===== src/rtl/lab_pkg.sv =====
// Shared definitions for the drawing subsystem.
//   draw_seq_state_t : sequencer FSM states
//   SCREEN_W/H       : frame dimensions in pixels
//   colour constants : 3-bit RGB palette
//   sat_inc_count    : saturating increment for the 15-bit plot counter
package lab_pkg;

    typedef enum logic [1:0] {
        IDLE  = 2'd0,
        CLEAR = 2'd1,
        DRAW  = 2'd2,
        DONE  = 2'd3
    } draw_seq_state_t;

    localparam int SCREEN_W = 160;
    localparam int SCREEN_H = 120;

    localparam logic [2:0] BLACK   = 3'b000;
    localparam logic [2:0] BLUE    = 3'b001;
    localparam logic [2:0] GREEN   = 3'b010;
    localparam logic [2:0] CYAN    = 3'b011;
    localparam logic [2:0] RED     = 3'b100;
    localparam logic [2:0] MAGENTA = 3'b101;
    localparam logic [2:0] YELLOW  = 3'b110;
    localparam logic [2:0] WHITE   = 3'b111;

    localparam logic [14:0] PLOT_COUNT_MAX = 15'h7FFF;

    // Holds at the maximum instead of wrapping to zero.
    function automatic logic [14:0] sat_inc_count(input logic [14:0] value);
        if (value == PLOT_COUNT_MAX) begin
            return value;
        end
        return value + 15'd1;
    endfunction

endpackage


===== src/rtl/draw_plot_mux.sv =====
// State-selected VGA plot multiplexer.
//   state              : sequencer state (CLEAR selects fill, DRAW selects shape)
//   fill_vga_*         : fill engine plot outputs
//   shape_vga_*        : triangle engine plot outputs
//   vga_*              : forwarded plot port; all zero in IDLE/DONE
// Purely combinational so the VGA port sees engine outputs with no added latency.
module draw_plot_mux
    import lab_pkg::*;
(
    input  logic [1:0] state,
    input  logic [7:0] fill_vga_x,
    input  logic [6:0] fill_vga_y,
    input  logic [2:0] fill_vga_colour,
    input  logic       fill_vga_plot,
    input  logic [7:0] shape_vga_x,
    input  logic [6:0] shape_vga_y,
    input  logic [2:0] shape_vga_colour,
    input  logic       shape_vga_plot,
    output logic [7:0] vga_x,
    output logic [6:0] vga_y,
    output logic [2:0] vga_colour,
    output logic       vga_plot
);

    always_comb begin
        vga_x      = 8'd0;
        vga_y      = 7'd0;
        vga_colour = 3'd0;
        vga_plot   = 1'b0;
        case (state)
            CLEAR: begin
                vga_x      = fill_vga_x;
                vga_y      = fill_vga_y;
                vga_colour = fill_vga_colour;
                vga_plot   = fill_vga_plot;
            end
            DRAW: begin
                vga_x      = shape_vga_x;
                vga_y      = shape_vga_y;
                vga_colour = shape_vga_colour;
                vga_plot   = shape_vga_plot;
            end
            default: begin
                // IDLE/DONE: the port is gated off entirely.
            end
        endcase
    end

endmodule


===== src/rtl/draw_sequencer.sv =====
// Sequences the screen-fill engine and the Reuleaux-triangle engine behind a
// single start/done request and shares the VGA plot port between them.
//   clk, rst_n            : clock, synchronous active-low reset
//   start/done/busy       : request handshake (start held until done seen)
//   clear_en, colour,
//   centre_x/y, diameter  : request fields, latched when start is accepted
//   plot_count            : pixels forwarded for the current/last request
//   fill_*                : fill engine handshake and plot inputs
//   shape_*               : triangle engine handshake, parameters and plot inputs
//   vga_*                 : plot port to the VGA adaptor
module draw_sequencer
    import lab_pkg::*;
#(
    parameter logic [2:0] CLEAR_COLOUR = BLACK
) (
    input  logic        clk,
    input  logic        rst_n,
    input  logic        start,
    input  logic        clear_en,
    input  logic [2:0]  colour,
    input  logic [7:0]  centre_x,
    input  logic [6:0]  centre_y,
    input  logic [7:0]  diameter,
    output logic        done,
    output logic        busy,
    output logic [14:0] plot_count,
    output logic        fill_start,
    output logic [2:0]  fill_colour,
    input  logic        fill_done,
    input  logic [7:0]  fill_vga_x,
    input  logic [6:0]  fill_vga_y,
    input  logic [2:0]  fill_vga_colour,
    input  logic        fill_vga_plot,
    output logic        shape_start,
    output logic [2:0]  shape_colour,
    output logic [7:0]  shape_centre_x,
    output logic [6:0]  shape_centre_y,
    output logic [7:0]  shape_diameter,
    input  logic        shape_done,
    input  logic [7:0]  shape_vga_x,
    input  logic [6:0]  shape_vga_y,
    input  logic [2:0]  shape_vga_colour,
    input  logic        shape_vga_plot,
    output logic [7:0]  vga_x,
    output logic [6:0]  vga_y,
    output logic [2:0]  vga_colour,
    output logic        vga_plot
);

    draw_seq_state_t state_reg, state_next;
    logic            accept;
    logic [14:0]     plot_count_reg, plot_count_next;
    logic [2:0]      colour_reg;
    logic [7:0]      centre_x_reg;
    logic [6:0]      centre_y_reg;
    logic [7:0]      diameter_reg;

    // State register, request latches and pixel counter.
    always_ff @(posedge clk) begin
        if (!rst_n) begin
            state_reg      <= IDLE;
            plot_count_reg <= 15'd0;
            colour_reg     <= 3'd0;
            centre_x_reg   <= 8'd0;
            centre_y_reg   <= 7'd0;
            diameter_reg   <= 8'd0;
        end else begin
            state_reg      <= state_next;
            plot_count_reg <= plot_count_next;
            if (accept) begin
                colour_reg   <= colour;
                centre_x_reg <= centre_x;
                centre_y_reg <= centre_y;
                diameter_reg <= diameter;
            end
        end
    end

    // Next-state and state-decoded outputs. Engine starts and done/busy are
    // decoded from the state register only, so they change exactly one edge
    // after the event that causes them. Each state only listens to its own
    // engine's done, so a stray done from the other engine has no effect.
    always_comb begin
        state_next  = state_reg;
        accept      = 1'b0;
        busy        = 1'b0;
        done        = 1'b0;
        fill_start  = 1'b0;
        shape_start = 1'b0;
        case (state_reg)
            IDLE: begin
                if (start) begin
                    accept     = 1'b1;
                    state_next = clear_en ? CLEAR : DRAW;
                end
            end
            CLEAR: begin
                busy       = 1'b1;
                fill_start = 1'b1;
                if (fill_done) begin
                    state_next = DRAW;
                end
            end
            DRAW: begin
                busy        = 1'b1;
                shape_start = 1'b1;
                if (shape_done) begin
                    state_next = DONE;
                end
            end
            DONE: begin
                done = 1'b1;
                // A requester that already dropped start gets a single-cycle done.
                if (!start) begin
                    state_next = IDLE;
                end
            end
            default: begin
                state_next = IDLE;
            end
        endcase
    end

    // Counter clears on acceptance; vga_plot is already zero outside
    // CLEAR/DRAW so the count naturally holds in IDLE/DONE.
    always_comb begin
        plot_count_next = plot_count_reg;
        if (accept) begin
            plot_count_next = 15'd0;
        end else if (vga_plot) begin
            plot_count_next = sat_inc_count(plot_count_reg);
        end
    end

    draw_plot_mux u_plot_mux (
        .state            (state_reg),
        .fill_vga_x       (fill_vga_x),
        .fill_vga_y       (fill_vga_y),
        .fill_vga_colour  (fill_vga_colour),
        .fill_vga_plot    (fill_vga_plot),
        .shape_vga_x      (shape_vga_x),
        .shape_vga_y      (shape_vga_y),
        .shape_vga_colour (shape_vga_colour),
        .shape_vga_plot   (shape_vga_plot),
        .vga_x            (vga_x),
        .vga_y            (vga_y),
        .vga_colour       (vga_colour),
        .vga_plot         (vga_plot)
    );

    assign plot_count     = plot_count_reg;
    assign fill_colour    = CLEAR_COLOUR;
    assign shape_colour   = colour_reg;
    assign shape_centre_x = centre_x_reg;
    assign shape_centre_y = centre_y_reg;
    assign shape_diameter = diameter_reg;

endmodule


===== config.mk =====
export PLATFORM = sky130hd
export DESIGN_NAME = draw_sequencer
export DESIGN_NICKNAME = d
export VERILOG_FILES = /design/src/rtl/lab_pkg.sv /design/src/rtl/draw_plot_mux.sv /design/src/rtl/draw_sequencer.sv
export SDC_FILE = /design/constraint.sdc
export NUM_CORES = 1
export LEC_CHECK = 0
export ABC_AREA = 1
export ABC_CLOCK_PERIOD_IN_PS = 1900
export BUFFER_PORTS_ARGS = -buffer_cell sky130_fd_sc_hd__buf_4
export CELL_PAD_IN_SITES_DETAIL_PLACEMENT = 0
export CELL_PAD_IN_SITES_GLOBAL_PLACEMENT = 2
export CORE_ASPECT_RATIO = 0.9
export CORE_MARGIN = 2
export CORE_UTILIZATION = 19
export DETAILED_ROUTE_END_ITERATION = 10
export GPL_TIMING_DRIVEN = 0
export PLACE_DENSITY = 0.71
export SLEW_MARGIN = 25
export SYNTH_ARGS = -nofsm -noshare
export SYNTH_HDL_FRONTEND = slang
export SYNTH_HIERARCHICAL = 1
export SYNTH_SLANG_ARGS = --single-unit

===== constraint.sdc =====
create_clock -name clk -period 1.9 [get_ports clk]
set_clock_uncertainty 0.05 [all_clocks]
set_input_delay 0.38 -clock clk [delete_from_list [all_inputs] [get_ports clk]]
set_output_delay 0.38 -clock clk [all_outputs]
set_load 0.01 [all_outputs]

# Word level (Yosys, flattened, before mapping)
# Cells that the tools add are included.
# word_totals
out_inout_bits,67
wordCells,42
inputBits,70
regBits,43
# classes
addsub,1
bitwise_logic,1
n_eq_ne,9
muxes,20
reduce_logical,5
# op_table
operator,n
8-bit one-hot mux with 2 select lines,1
15-bit by 1-bit adder with 15-bit output (second input constant),1
15-bit equality test (second input constant),1
15-bit 2-to-1 mux,1
7-bit one-hot mux with 2 select lines,1
2-bit 2-to-1 mux,5
2-bit != test (second input constant),5
1-bit 2-to-1 mux,9
2-bit one-hot mux with 4 select lines,1
3-bit one-hot mux with 2 select lines,1
2-bit equality test (second input constant),2
4-bit AND reduction,1
2-bit OR reduction,2
2-bit by 1-bit equality test with 1-bit output (second input constant),1
2-bit zero test,1
1-bit one-hot mux with 2 select lines,1
2-bit AND reduction,1
1-bit inverter,1

# Longest topological paths before layout
# logic_depth
ltp_word,6
mapped_depth,12
depth_no_buf,11

# Hierarchy
# The synthesis kept the hierarchy.
# by_module_without_submodules
module,area_per_inst_um2,cells_each,instances,seq_area_each_um2
draw_sequencer,1958.1,272,1,860.8
draw_plot_mux,399.1,67,1,0.0

# Worst setup path before layout
# OpenSTA, ideal clock, no wires.
# synth_timing
kind,register -> register
start,reg state_reg[0]
end,"reg plot_count_reg[10], in the netlist plot_count[10]"
required_time_ps,1735
period_less_slack_ps,2180
path_slack_ps,-280
path_buffers,1
path_stages_with_launch,12
setup_ps,115
arrival_ps,2015
path_cell_list,dfxtp_1 > inv_1 > ha_1 > buf_4 > a21oi_1 > inv_1 > nor2_2 > nand2_2 > nor2_2 > nand3_1 > nand2_1 > nor2_1
# synth_via
elab_chain_len,3
elab_cells_between_ends,7
cone_classes,eq/ne (2); mux (2); reduce/logical (3)
# synth_rtl
element,line,source
from (decl),draw_sequencer.sv:50,"draw_seq_state_t state_reg, state_next;"
from (signal assigned),draw_sequencer.sv:68,state_reg <= state_next;
2-bit equality test or 2-bit by 1-bit equality test with 1-bit output (tied branches),draw_plot_mux.sv:30,case (state)
1-bit one-hot mux with 2 select lines *,draw_plot_mux.sv:30,
via vga_plot,draw_sequencer.sv:47,output logic vga_plot
2-bit AND reduction (no source line) *,--,
to (signal assigned),draw_sequencer.sv:69,plot_count_reg <= plot_count_next;
to (decl),draw_sequencer.sv:52,"logic [14:0] plot_count_reg, plot_count_next;"
# Mark *: on every way through the listed nets, which the timed path passes. The rest lies on a longest branch.
# A chain may end at the register's enable or synchronous reset.

# Worst setup path after layout
# layout_timing
start,reg state_reg[0]
end,out vga_y[5]
# layout_via
elab_chain_len,2
elab_cells_between_ends,3
cone_classes,eq/ne (2); mux (1)
# layout_rtl
element,line,source
2-bit equality test or 2-bit by 1-bit equality test with 1-bit output (tied branches),draw_plot_mux.sv:30,
7-bit one-hot mux with 2 select lines *,draw_plot_mux.sv:30,
to (decl),draw_sequencer.sv:45,"output logic [6:0] vga_y,"
# Every way passes the cells marked *; elsewhere a longest branch is shown, timed or not.

==> flow_metrics.tcl <==
set metrics [dict create \
    min_period_ns 1.88 \
    swShare 0.386 \
    crit_chain "inv_2 > ha_4 > buf_8 > clkbuf_16 > a21oi_2 > buf_4" \
    cts_tree "done" \
    yosysMostFrequentCell "nor2_1" \
    tns_ns 0 \
    vias_per_cell 4.05 \
    ys_async_sr_fraction 0 \
    place_ws_ns -0.232 \
    yosysWarnings 6 \
    synth_common_cells "73 x nor2_1, 72 x nand2_1, 43 x dfxtp_1" \
    synth_top_area_cell "dfxtp_1" \
    ant_nets 0 \
    grt_use_met3 0.0451 \
    ir_worst_vdd_mv 0.377 \
    cpPeakStageDelay_ns 0.37 \
    hold_viol 0 \
    use_met1 0.150 \
    synth.top_cell.area_share 0.365 \
    power.internal_mw 2.86 \
    largest_reg_flops 15 \
    timing.final.ws_setup_ns 0.0194 \
    startpoint_type "register" \
    drv_cap 0 \
    clk_latency_ns 0.29 \
    dieHeight_um 110 \
    combPwrFrac 0.555 \
    synth_edf_count 0 \
    diodes 0 \
    p_clk_frac 0.186 \
    io_pins 137 \
    cts_hold_buf 0 \
    cts.clk_slew.worst_paths_ns 0.07 \
    finalNetCount 568 \
    drc 0 \
    r2r_slack_ns 0.12 \
    post_drt_wl_per_cell_um 12.1 \
    core_um2 12100 \
    cellLeakagePower_nw 1.73 \
    dp.cells 633 \
    required_ns 1.47 \
    crit_family "buffers and inverters" \
    layout-drive-gt1-share 0.441 \
    row_count 38 \
    min_to "shape_centre_y[2]" \
    cts_max_path_buffers 2 \
    portBuffers 132 \
    drtIter0Drc 89 \
    dr.pass1.iters 5 \
    crit_arrival_ns 1.45 \
    cts_sinks 43 \
    dpl.hpwl_mm 5.99 \
    syn_inst 339 \
    synth.area.top_cells "dfxtp_1 37%, nor2_1 12%, nand2_1 11%, o21ai_0 6.4%, a21oi_2 4.5%" \
    slowest_stage "dfxtp_4" \
    yosysSeqAreaShare 0.365 \
    netSwitchingPower_mw 1.80 \
    grt_most_used_layer "met2" \
    outcome "complete, no violations" \
    synth-main-ff-cell "dfxtp_1" \
    p_per_area_nw_per_um2 1180 \
    grt_use_total 0.119 \
    via_count 2642 \
    die_w_um 121 \
    cts-root-buf "clkbuf_16" \
    fin_area_um2 3950 \
    min_from "centre_y[2]" \
    syn_area_um2 2360 \
    holdPathStages 3 \
    finalCritPeriodShare 0.990 \
    r2r_start "state_reg[0]" \
    grt_start_max_net_pins 15 \
    total_power_mw 4.66 \
    antenna_found_initial 0 \
    grt_setup_unrepaired "yes" \
    setup_viol 0 \
    htreeDepth 2 \
    seq_power_share 0.259 \
    ys_ff_latch 43 \
    worst-path-buf-inv 4 \
    dpl_cell_area_um2 3570 \
    gr-total-overflow 0 \
    drt_wl_total_mm 7.88 \
    grt_pass1_vias 2490 \
    worstPathMaxFanout 6 \
    synth_cell_type_count 32 \
    gp_congestion 0.747 \
    final_cells 652 \
    grt_first_pass_wirelength_mm 12.4 \
    die_area_um2 13300 \
    fmax_ghz 0.532 \
    syn_avg_cell_area_um2 6.95 \
    critPathKind "reg -> out" \
    numCtsBuffers 5 \
    cp-end-kind "output pin" \
    initial_core_util 0.195 \
    r2r_end "plot_count[8]" \
    drv_slew 0 \
    rr_worst_depth 9 \
    hp-class "in -> reg" \
    syn2layout_area_growth_pct 67.7 \
    use_met2 0.193 \
]
[worst max-delay path by stage]
stage                 startpoint        endpoint  slack (ns)  cells after the start
floorplan           state_reg[0]  plot_count[10]        0.01                     11
global route        state_reg[0]        vga_y[5]       -0.04                      6
detailed placement  state_reg[0]  plot_count[10]       -0.23                     11
finish              state_reg[0]        vga_y[5]        0.02                      6
CTS                 state_reg[1]        vga_y[3]      -0.005                      7
global placement    state_reg[0]  plot_count[10]       -0.22                     11
[metal layers]
| layer | part of all wire | vias to the layer above |
|---|---|---|
| li1 | - | 1381 |
| met1 | 0.45 | 1182 |
| met2 | 0.47 | 74 |
| met3 | 0.077 | 5 |
| met4 | 0.0063 | 0 |
| met5 | 0 | - |
[placed cells by master, fill, tap and decap left out]
| master | count |
|---|---|
| a21oi_1 | 14 |
| a21oi_2 | 16 |
| a21oi_4 | 1 |
| a31oi_1 | 1 |
| buf_1 | 1 |
| buf_12 | 4 |
| buf_2 | 3 |
| buf_4 | 142 |
| buf_6 | 2 |
| buf_8 | 1 |
| clkbuf_1 | 3 |
| clkbuf_16 | 7 |
| clkbuf_2 | 1 |
| clkinv_1 | 1 |
| clkinv_2 | 1 |
| clkinvlp_4 | 2 |
| conb_1 | 3 |
| dfxtp_1 | 41 |
| dfxtp_4 | 2 |
| ha_1 | 5 |
| ha_4 | 2 |
| inv_1 | 15 |
| inv_2 | 5 |
| nand2_1 | 69 |
| nand2_2 | 13 |
| nand2_4 | 3 |
| nand3_1 | 10 |
| nand3_2 | 1 |
| nand3b_1 | 3 |
| nand4_1 | 2 |
| nor2_1 | 73 |
| nor2_2 | 2 |
| nor2_4 | 7 |
| nor2_8 | 1 |
| nor3_1 | 1 |
| o21ai_0 | 30 |
| o21ai_1 | 1 |
| o22ai_1 | 1 |
| or2_2 | 1 |
| xnor2_1 | 1 |
[per-stage QoR]
| stage | util | hold WS [ns] |
|---|---|---|
| after floorplan | - | 0.461 |
| final | 0.327 | 0.282 |
| after global placement | 0.296 | 0.414 |
| after detailed placement | 0.296 | 0.425 |
| after CTS | 0.315 | 0.276 |
| after global routing | 0.327 | 0.283 |
[worst reg2reg max path, cell delays in order, from the launching register on]
cell,delay (ns)
dfxtp_4,0.37
inv_2,0.04
ha_4,0.22
buf_8,0.14
a21oi_4,0.21
inv_2,0.10
nor2_4,0.15
nand2_4,0.08
o21ai_0,0.23
a21oi_2,0.07
[power groups by stage]
stage	Clock (mW)	Combinational, mW	Sequential, mW
2_1_floorplan	0	1.18	1.27
5_1_grt	0.950	2.86	1.23
3_5_place_dp	0	2.12	1.22
4_1_cts	0.906	2.38	1.20
3_3_place_gp	0	2.12	1.21
6_report	0.866	2.59	1.21
[cells by family (layout without fill, tap and decap cells)]
family          after synthesis  count (layout)  share of synthesized area
other cells                   1               3                    0.00159
simple gates                186             186                      0.353
compound gates               64              64                      0.156
buf+inv                      37             188                     0.0828
xor+xnor                      1               1                    0.00372
flops                        43              43                      0.365
fa+ha+maj                     7               7                     0.0372
[area by class of cell]
| class | instances | area (um^2) |
|---|---|---|
| buffer | 15 | 139 |
| clock buffer | 5 | 125 |
| clock inverter | 3 | 20.0 |
| fill | 1340 | 8120 |
| inverter | 21 | 78.8 |
| multi-input combinational | 261 | 1390 |
| sequential | 43 | 868 |
| tap | 160 | 200 |
| timing repair buffer | 144 | 1130 |
[repair_timing]
item / CTS / global route
setup buffers: 5 / 4
resized for setup: 13 / 18
setup endpoints to repair: 31 / 24
pin swaps: 1 / 10
gates cloned: 1 / 2
Power figures use the tool's default switching activity.
